`config.mk`:
```
export PLATFORM = sky130hd
export DESIGN_NAME = multicycle_control
export DESIGN_NICKNAME = d
export VERILOG_FILES = /design/src/rtl/multicycle_control_pkg.sv /design/src/rtl/mc_output_decode.sv /design/src/rtl/multicycle_control.sv
export SDC_FILE = /design/constraint.sdc
export NUM_CORES = 1
export LEC_CHECK = 0
export ABC_AREA = 1
export CAP_MARGIN = 20
export CORE_AREA = 2 2 39 41
export CTS_BUF_LIST = sky130_fd_sc_hd__clkbuf_16
export CTS_CLUSTER_DIAMETER = 100
export DETAILED_ROUTE_END_ITERATION = 8
export DIE_AREA = 0 0 41 43
export PLACE_DENSITY_LB_ADDON = 0.2
export SYNTH_ARGS = -nofsm -noshare
export SYNTH_HDL_FRONTEND = slang
export SYNTH_SLANG_ARGS = --single-unit
```
`constraint.sdc`:
```
create_clock -name CLK -period 1.8 [get_ports CLK]
set_clock_uncertainty 0.2 [all_clocks]
set_input_delay 0.45 -clock CLK [delete_from_list [all_inputs] [get_ports CLK]]
set_output_delay 0.45 -clock CLK [all_outputs]
set_load 0.02 [all_outputs]
```
`src/rtl/multicycle_control_pkg.sv`:
```
// Shared constants and types for the multicycle MIPS main control FSM.
// Opcode and ALUOp encodings are shared with the ALU decoder.
package multicycle_control_pkg;

  localparam logic [5:0] OP_RTYPE = 6'b000000;
  localparam logic [5:0] OP_LW    = 6'b100011;
  localparam logic [5:0] OP_SW    = 6'b101011;
  localparam logic [5:0] OP_BEQ   = 6'b000100;
  localparam logic [5:0] OP_ADDI  = 6'b001000;
  localparam logic [5:0] OP_J     = 6'b000010;

  localparam logic [1:0] ALUOP_ADD   = 2'b00;
  localparam logic [1:0] ALUOP_SUB   = 2'b01;
  localparam logic [1:0] ALUOP_FUNCT = 2'b10;

  typedef enum logic [3:0] {
    S_IDLE    = 4'd0,
    S_FETCH   = 4'd1,
    S_DECODE  = 4'd2,
    S_MEMADR  = 4'd3,
    S_MEMRD   = 4'd4,
    S_MEMWB   = 4'd5,
    S_MEMWR   = 4'd6,
    S_EXECUTE = 4'd7,
    S_ALUWB   = 4'd8,
    S_BEQ     = 4'd9,
    S_ADDIEX  = 4'd10,
    S_ADDIWB  = 4'd11,
    S_JUMP    = 4'd12
  } state_t;

  typedef struct packed {
    logic       iord;
    logic       mem_write;
    logic       ir_write;
    logic       pc_write;
    logic       branch;
    logic [1:0] pc_src;
    logic       alu_src_a;
    logic [1:0] alu_src_b;
    logic [1:0] alu_op;
    logic       reg_dst;
    logic       mem_to_reg;
    logic       reg_write;
  } ctrl_t;

endpackage

```
`src/rtl/mc_output_decode.sv`:
```
// Moore output map: current FSM state to datapath control word.
module mc_output_decode
  import multicycle_control_pkg::*;
(
  input  state_t state,
  output ctrl_t  ctrl
);

  always_comb begin
    ctrl = '0;
    unique case (state)
      S_FETCH: begin
        ctrl.ir_write  = 1'b1;
        ctrl.pc_write  = 1'b1;
        ctrl.alu_src_b = 2'b01;
        ctrl.alu_op    = ALUOP_ADD;
        ctrl.pc_src    = 2'b00;
      end
      // ALU computes PC+4 + (SignImm<<2) so BEQ can use ALUOut directly
      S_DECODE: begin
        ctrl.alu_src_b = 2'b11;
        ctrl.alu_op    = ALUOP_ADD;
      end
      S_MEMADR, S_ADDIEX: begin
        ctrl.alu_src_a = 1'b1;
        ctrl.alu_src_b = 2'b10;
        ctrl.alu_op    = ALUOP_ADD;
      end
      S_MEMRD: ctrl.iord = 1'b1;
      S_MEMWB: begin
        ctrl.reg_write  = 1'b1;
        ctrl.mem_to_reg = 1'b1;
      end
      S_MEMWR: begin
        ctrl.iord      = 1'b1;
        ctrl.mem_write = 1'b1;
      end
      S_EXECUTE: begin
        ctrl.alu_src_a = 1'b1;
        ctrl.alu_src_b = 2'b00;
        ctrl.alu_op    = ALUOP_FUNCT;
      end
      S_ALUWB: begin
        ctrl.reg_write = 1'b1;
        ctrl.reg_dst   = 1'b1;
      end
      S_BEQ: begin
        ctrl.alu_src_a = 1'b1;
        ctrl.alu_src_b = 2'b00;
        ctrl.alu_op    = ALUOP_SUB;
        ctrl.branch    = 1'b1;
        ctrl.pc_src    = 2'b01;
      end
      S_ADDIWB: ctrl.reg_write = 1'b1;
      S_JUMP: begin
        ctrl.pc_write = 1'b1;
        ctrl.pc_src   = 2'b10;
      end
      default: ctrl = '0;
    endcase
  end

endmodule

```
`src/rtl/multicycle_control.sv`:
```
// Main control FSM for the multicycle MIPS datapath: state register,
// opcode-driven next-state logic and PC enable.
module multicycle_control
  import multicycle_control_pkg::*;
(
  input  logic       CLK,
  input  logic       RST_N,
  input  logic [5:0] Op,
  input  logic       Zero,
  output logic       IorD,
  output logic       MemWrite,
  output logic       IRWrite,
  output logic       PCEn,
  output logic [1:0] PCSrc,
  output logic       ALUSrcA,
  output logic [1:0] ALUSrcB,
  output logic [1:0] ALUOp,
  output logic       RegDst,
  output logic       MemtoReg,
  output logic       RegWrite,
  output logic       IllegalOp
);

  state_t state, state_next;
  ctrl_t  ctrl;

  always_ff @(posedge CLK or negedge RST_N) begin
    if (!RST_N) state <= S_IDLE;
    else        state <= state_next;
  end

  always_comb begin
    state_next = state;
    IllegalOp  = 1'b0;
    unique case (state)
      S_IDLE:  state_next = S_FETCH;
      S_FETCH: state_next = S_DECODE;
      S_DECODE: begin
        unique case (Op)
          OP_LW, OP_SW: state_next = S_MEMADR;
          OP_RTYPE:     state_next = S_EXECUTE;
          OP_BEQ:       state_next = S_BEQ;
          OP_ADDI:      state_next = S_ADDIEX;
          OP_J:         state_next = S_JUMP;
          default: begin
            state_next = S_FETCH;
            IllegalOp  = 1'b1;
          end
        endcase
      end
      // Op is held stable by the IR, so it is re-examined here to split lw/sw
      S_MEMADR:  state_next = (Op == OP_LW) ? S_MEMRD :
                              (Op == OP_SW) ? S_MEMWR : S_FETCH;
      S_MEMRD:   state_next = S_MEMWB;
      S_EXECUTE: state_next = S_ALUWB;
      S_ADDIEX:  state_next = S_ADDIWB;
      S_MEMWB, S_MEMWR, S_ALUWB, S_BEQ, S_ADDIWB, S_JUMP:
                 state_next = S_FETCH;
      default:   state_next = S_IDLE;
    endcase
  end

  mc_output_decode u_decode (
    .state (state),
    .ctrl  (ctrl)
  );

  assign IorD     = ctrl.iord;
  assign MemWrite = ctrl.mem_write;
  assign IRWrite  = ctrl.ir_write;
  assign PCEn     = ctrl.pc_write | (ctrl.branch & Zero);
  assign PCSrc    = ctrl.pc_src;
  assign ALUSrcA  = ctrl.alu_src_a;
  assign ALUSrcB  = ctrl.alu_src_b;
  assign ALUOp    = ctrl.alu_op;
  assign RegDst   = ctrl.reg_dst;
  assign MemtoReg = ctrl.mem_to_reg;
  assign RegWrite = ctrl.reg_write;

endmodule

```
==> summary.md, run 1 <==
| Metric | Value |
|---|---|
| Remaining global-route overflow | `0` |
| CP Class | `reg -> out` |
| Slowest stage delay, CP | `450 ps` |
| Setup Total Neg Slack | `-2020 ps` |
| DRT iter0 DRCs | `11` |
| Power Density | `1320 nW/um^2` |
| Largest net degree at the start of global routing | `7` |
| Final slew viol count | `0` |
| Critical Path AT | `1370 ps` |
| Starting Density | `32.4%` |
| GRT Util Overall | `21.9%` |
| Crit path capture type | `primary output` |
| Number of I/O pins | `24` |
| Final hold violation count | `0` |
| Biggest regs | `state (4)` |
| Worst rel slew slack | `85.5%` |
| Layout Cells excl Fill | `151` |
| Synth Instances | `82` |
| DP Worst Slack | `-821 ps` |
| # setup viols final | `15` |
| Via density | `4.79` |
| Area of the multi-input gates | `390 sq um` |
| H-tree Lvls | `1` |
| RSZ-0062 raised after global routing | `true` |
| Worst R2R Start | `state[2]$_DFF_PN0_` |
| Family with the most delay on the worst path | `flip-flops` |
| PortBufs | `23` |
| RePlAce Congestion | `0.765` |
| Placed cells | `139` |
| Max rail drop VDD | `1.19 mV` |
| Part of the cycle the worst path needs | `112%` |
| Final worst setup slack | `-223 ps` |
| WL final | `1.91 mm` |
| Row Count | `14` |
| Seq cells post-synth | `4` |
| Sequential-to-total area share from yosys stat | `22.3%` |
| Yosys warnings | `0` |
| Routed WL per cell | `12.6 microns` |
| DRC | `0` |
| Register area | `104 sq um` |
| Fin nets | `146` |
| # clock sinks | `4` |
| Post-Syn Area | `448 sq um` |
| Setup crit start kind | `register` |
| Leakage power | `0.576 nW` |
| Count of cell types in the netlist | `13` |
| Most frequent cell on the critical path | `nor2_4` |
| Share of cells above drive strength 1 | `58.5%` |
| TritonCTS clock tree | `done` |
| Worst Hold Class | `in -> async` |
| CTS Buf Count | `3` |
| Critical-path cell list | `inv_2 -> nor2_4 -> inv_4 -> nor2_4 -> nor2_2 -> nand3b_1 -> buf_6` |
| Syn nets | `91` |
| Critical Path Start | `state[3]$_DFF_PN0_` |
| Initial antenna violation count | `0` |
| Antenna viol nets, final | `0` |
| Max FO, Critical Path | `4` |
| Inserted Diodes | `0` |
| Drt first pass iters | `4` |
| Worst skew pair latency | `230 ps` |
| Chip Height | `43 microns` |
| Die Area | `1760 sq um` |
| CP Depth | `7` |
| Slowest-stage cell, CP | `dfrtp_1` |
| Largest reg by FF count | `state` |
| Hold WS | `223 ps` |
| Vias in the first global route | `648` |
| Outcome | `finished with violations` |
| Ranking of synthesized cells by area | `dfrtp_1, nand3_1, nor2_1` |
| Placeable Area | `1380 sq um` |
| Largest area contributor in the netlist | `dfrtp_1` |
| Fmax | `494 MHz` |
| Max clock buf depth | `2` |
| Fill cells | `103` |
| Slew @ Worst Pin | `218 ps` |
| Hpwl dp | `1.17 mm` |
| Failing checks | `setup timing` |
| Worst reg-to-reg path cell count | `9` |
| Max cap viols | `0` |
| Synth top area share | `22.3%` |
| Util after Layout | `78.0%` |
| Area Growth Syn to Fin | `141%` |
| CTS root buf | `clkbuf_16` |
| Vias | `724` |
| Global-route wire length before repair | `2.56 mm` |
| Max reg flops | `4` |
| Avg Cell Area, Syn | `5.46 sq um` |
| Die width | `41 microns` |
| Critical Path RT | `1150 ps` |
| Final min period | `2020 ps` |
| Clock-pin slew on the worst setup and hold paths | `30 ps` |
| Crit path buf inv count | `3` |
[worst register-to-register path: cells and delay by family, from the launching register on]
kind          cells  cell delay, ps
buf+inv           4             480
flops             1             460
simple gates      5             420
[metal layers]
layer | track usage (%) | up-vias | routed length (microns)
met5 | 0 | - | 0
met4 | 16.0 | 0 | 54
met3 | 5.76 | 4 | 66
met2 | 37.2 | 21 | 1100
met1 | 20.5 | 332 | 693
li1 | - | 367 | -
[kinds of logic (layout without fill, tap and decap cells)]
| family | after synthesis | count (layout) | share of synthesized area [%] |
|---|---|---|---|
| buffers and inverters | 15 | 68 | 12.6 |
| AND/OR/NAND/NOR | 60 | 60 | 61.2 |
| flip-flops | 4 | 4 | 22.3 |
| AO/OA/AOI/OAI | 3 | 3 | 3.91 |
[layout by cell type, fill, tap and decap left out]
master,count
clkdlybuf4s15_1,3
dlygate4sd2_1,3
nand2_2,2
o211ai_1,1
buf_2,2
dfrtp_2,3
nand2_4,3
nor2_4,9
inv_1,6
dfrtp_1,1
nor2_2,5
nand3_2,1
buf_4,28
nand2_1,12
clkdlybuf4s50_1,2
inv_2,8
clkbuf_16,3
o21ai_2,1
nand3_1,14
nor3_1,2
o21ai_1,1
nor3_2,1
inv_4,1
buf_6,12
nand3b_1,1
nor2_1,10
[Yosys cell counts]
cell type and instances:
nor2_1 19, dfrtp_1 4, o21ai_0 2, nand3_1 15, nor2_4 1, nor3_2 1, nor2_2 4, nand2_1 17
nand3b_1 1, o211ai_1 1, nor3_1 2, inv_1 12, inv_2 3
[cell type report]
class / instances / area share, %
repair buffers: 50 / 40.0
multi-input cells: 63 / 36.2
flip-flops and latches: 4 / 9.62
clock buffers: 3 / 6.95
inverters: 15 / 5.45
well taps: 16 / 1.85
[metrics by stage]
stage	instance area (sq um)	total power [mW]
after floorplan	455	0.484
after global placement	841	0.836
after detailed placement	841	0.844
after CTS	955	1.25
after global routing	1080	1.50
final	1080	1.43
[report_power, final]
group,switching (mW),total (mW),leakage [nW],internal (mW)
clock network,0.0736,0.358,0.0370,0.285
logic,0.456,0.881,0.491,0.426
registers,0.0656,0.187,0.0480,0.121
[final timing paths]
check | end | slack [ps]
hold reg to reg | state[2]$_DFF_PN0_ | 520
hold / removal | state[3]$_DFF_PN0_ | 220
min in group CLK | state[1]$_DFF_PN0_ | 520
max in group asynchronous | state[0]$_DFF_PN0_ | 990
setup / recovery | ALUSrcA | -220
setup reg to reg | state[1]$_DFF_PN0_ | 160
[repair_timing]
action                                  in CTS  in global routing
pin swaps                                    3                  6
buffers inserted                             3                  6
endpoints found under the setup margin      15                 15
gates resized for setup                     97                 33
hold buffers                                 0                  0
(Power assumes the default switching activity.)
==> run 2, diff against run 1 <==
Settings changed: SETUP_SLACK_MARGIN from default to 0.05.
==> run 2 against run 1 <==
Effect of this change:
- the run still ends with setup timing left
- first-iteration DRC count increased by 36%
- critical path depth down 1
- sequential share of layout area fell by 0.27 points
- count of clock-buffer cells in the layout unchanged
- flip-flop and latch count unchanged
- critical endpoint is now IllegalOp
- largest cell class unchanged
- largest power group unchanged
==> summary.md, run 2 (synthesis gave the netlist of run 1 again) <==
| Metric | Value |
|---|---|
| Number of I/O pins | `24 (unchanged)` |
| Antenna viol nets, final | `0 (unchanged)` |
| Part of the cycle the worst path needs | `113% (+0.44 points)` |
| RePlAce Congestion | `0.750 (-1.9%)` |
| Most common cell after layout, fill and taps aside | `buf_4` |
| Max FO, Critical Path | `5 (+1)` |
| Remaining global-route overflow | `0 (unchanged)` |
| Via density | `4.90 (+2.2%)` |
| Hold_buf cts | `0 (unchanged)` |
| Row Count | `14 (unchanged)` |
| Vias | `745 (+2.9%)` |
| Critical Path AT | `1380 ps (about the same)` |
| DRC | `0 (unchanged)` |
| Dpl cell area | `861 sq um (+2.4%)` |
| DRT iter0 DRCs | `15 (+4)` |
| CTS Buf Count | `3 (unchanged)` |
| Failing checks | `setup timing` |
| Biggest regs | `state (4)` |
| Share of cells above drive strength 1 | `61.0% (+2.5 points)` |
| Slew @ Worst Pin | `206 ps (-12.4 ps)` |
| CP Class | `reg -> out` |
| Final worst setup slack | `-231 ps (-7.92 ps)` |
| Drt first pass iters | `4 (unchanged)` |
| Crit path capture type | `primary output` |
| Die Area | `1760 sq um (unchanged)` |
| # clock sinks | `4 (unchanged)` |
| H-tree Lvls | `1 (unchanged)` |
| WL final | `2.13 mm (+12%)` |
| Global-route wire length before repair | `2.81 mm (+9.7%)` |
| Final hold violation count | `0 (unchanged)` |
| PortBufs | `23 (unchanged)` |
| Vias in the first global route | `703 (+8.5%)` |
| Initial antenna violation count | `0 (unchanged)` |
| TritonCTS clock tree | `done` |
| Inserted Diodes | `0 (unchanged)` |
| Post-route cell area | `1120 sq um (+4.2%)` |
| Util after Layout | `81.3% (+3.3 points)` |
| Outcome | `finished with violations` |
| Leakage power | `0.576 nW (-0.10%)` |
| Placed cells | `139 (unchanged)` |
| GRT Util Overall | `23.3% (+1.5 points)` |
| Hpwl dp | `1.16 mm (-0.28%)` |
| Max reg flops | `4 (unchanged)` |
| Setup crit start kind | `register` |
| Fmax | `492 MHz (-0.39%)` |
| Most frequent cells in the layout | `buf_4, nand3_1, buf_6` |
| Worst rel slew slack | `86.3% (+0.82 points)` |
| Clock-pin slew on the worst setup and hold paths | `30 ps (about the same)` |
| Fin nets | `147 (+0.68%)` |
| # setup viols final | `12 (-3)` |
| DP Worst Slack | `-855 ps (-33.6 ps)` |
| Hold WS | `225 ps (+2.09 ps)` |
| Power Density | `1260 nW/um^2 (-4.5%)` |
| Tot Pwr | `1.42 mW (-0.51%)` |
| Routed WL per cell | `14.0 microns (+11%)` |
| Area Growth Syn to Fin | `151%` |
| Die width | `41 microns (unchanged)` |
| CTS root buf | `clkbuf_16` |
| Final slew viol count | `0 (unchanged)` |
| Starting Density | `32.4% (unchanged)` |
| Final min period | `2030 ps (+7.92 ps)` |
| Critical Path RT | `1150 ps (about the same)` |
| Worst skew pair latency | `220 ps (about the same)` |
| RSZ-0062 raised after global routing | `true` |
| Worst Hold Class | `in -> async` |
| Chip Height | `43 microns (unchanged)` |
| Largest reg by FF count | `state` |
| Largest net degree at the start of global routing | `7 (unchanged)` |
| Layout Cells excl Fill | `152 (+0.66%)` |
| Max cap viols | `0 (unchanged)` |
| Max clock buf depth | `2 (unchanged)` |
| Max rail drop VDD | `0.757 mV (-36%)` |
| Setup Total Neg Slack | `-1500 ps (+519 ps)` |
| Placeable Area | `1380 sq um (unchanged)` |
## run 2: cell types whose count changed in the layout (fill, tap and decap cells not counted), sizes merged
| cell | before | now |
|---|---|---|
| clkdlybuf4s15 | 3 | 0 |
| dlygate4sd2 | 3 | 6 |
| buf | 42 | 43 |
## run 2: what timing repair did
action                                  in CTS  in global routing
gates cloned                                 0                  0
endpoints found under the setup margin      15                 15
pin swaps                                   12                  7
resized for setup                          107                 25
setup buffers                                6                  4
## run 2: final timing paths
check | from | to | slack, ps | cells after the start
min in group CLK | Op[3] | state[1]$_DFF_PN0_ | 530 | 4
worst min-delay path | RST_N | state[0]$_DFF_PN0_ | 230 | 1
max in group asynchronous | RST_N | state[3]$_DFF_PN0_ | 1000 | 1
worst max-delay path | state[2]$_DFF_PN0_ | IllegalOp | -230 | 6
worst max register to register | state[2]$_DFF_PN0_ | state[2]$_DFF_PN0_ | 200 | 8
worst min register to register | state[2]$_DFF_PN0_ | state[2]$_DFF_PN0_ | 540 | 2
## run 2: per-layer routing
layer | track usage (%) | share of wire (%) | vias up
li1 | - | - | 366
met1 | 24.9 | 39 | 353
met2 | 40.6 | 57 | 22
met3 | 1.57 | 2.2 | 4
met4 | 14.7 | 1.5 | 0
met5 | 0 | 0 | -
## run 2: critical path, stage by stage, from the launching register on
cell and delay (ps):
dfrtp_2 470, nor2_4 130, inv_2 70, nor2_4 100
inv_2 70, nor3_4 180, buf_6 130
## run 2: report_power, final
part | internal (mW) | switching [mW] | leakage, nW
clock network | 0.284 | 0.0601 | 0.0370
registers | 0.121 | 0.0533 | 0.0463
logic | 0.428 | 0.473 | 0.492
## run 2: cell type report
type	instances	area, sq um
Timing Repair Buffer	51	445
Multi-Input combinational cell	63	418
Fill cell	90	259
Sequential cell	4	105
Clock buffer	3	75.1
Inverter	15	61.3
Tap cell	16	20.0
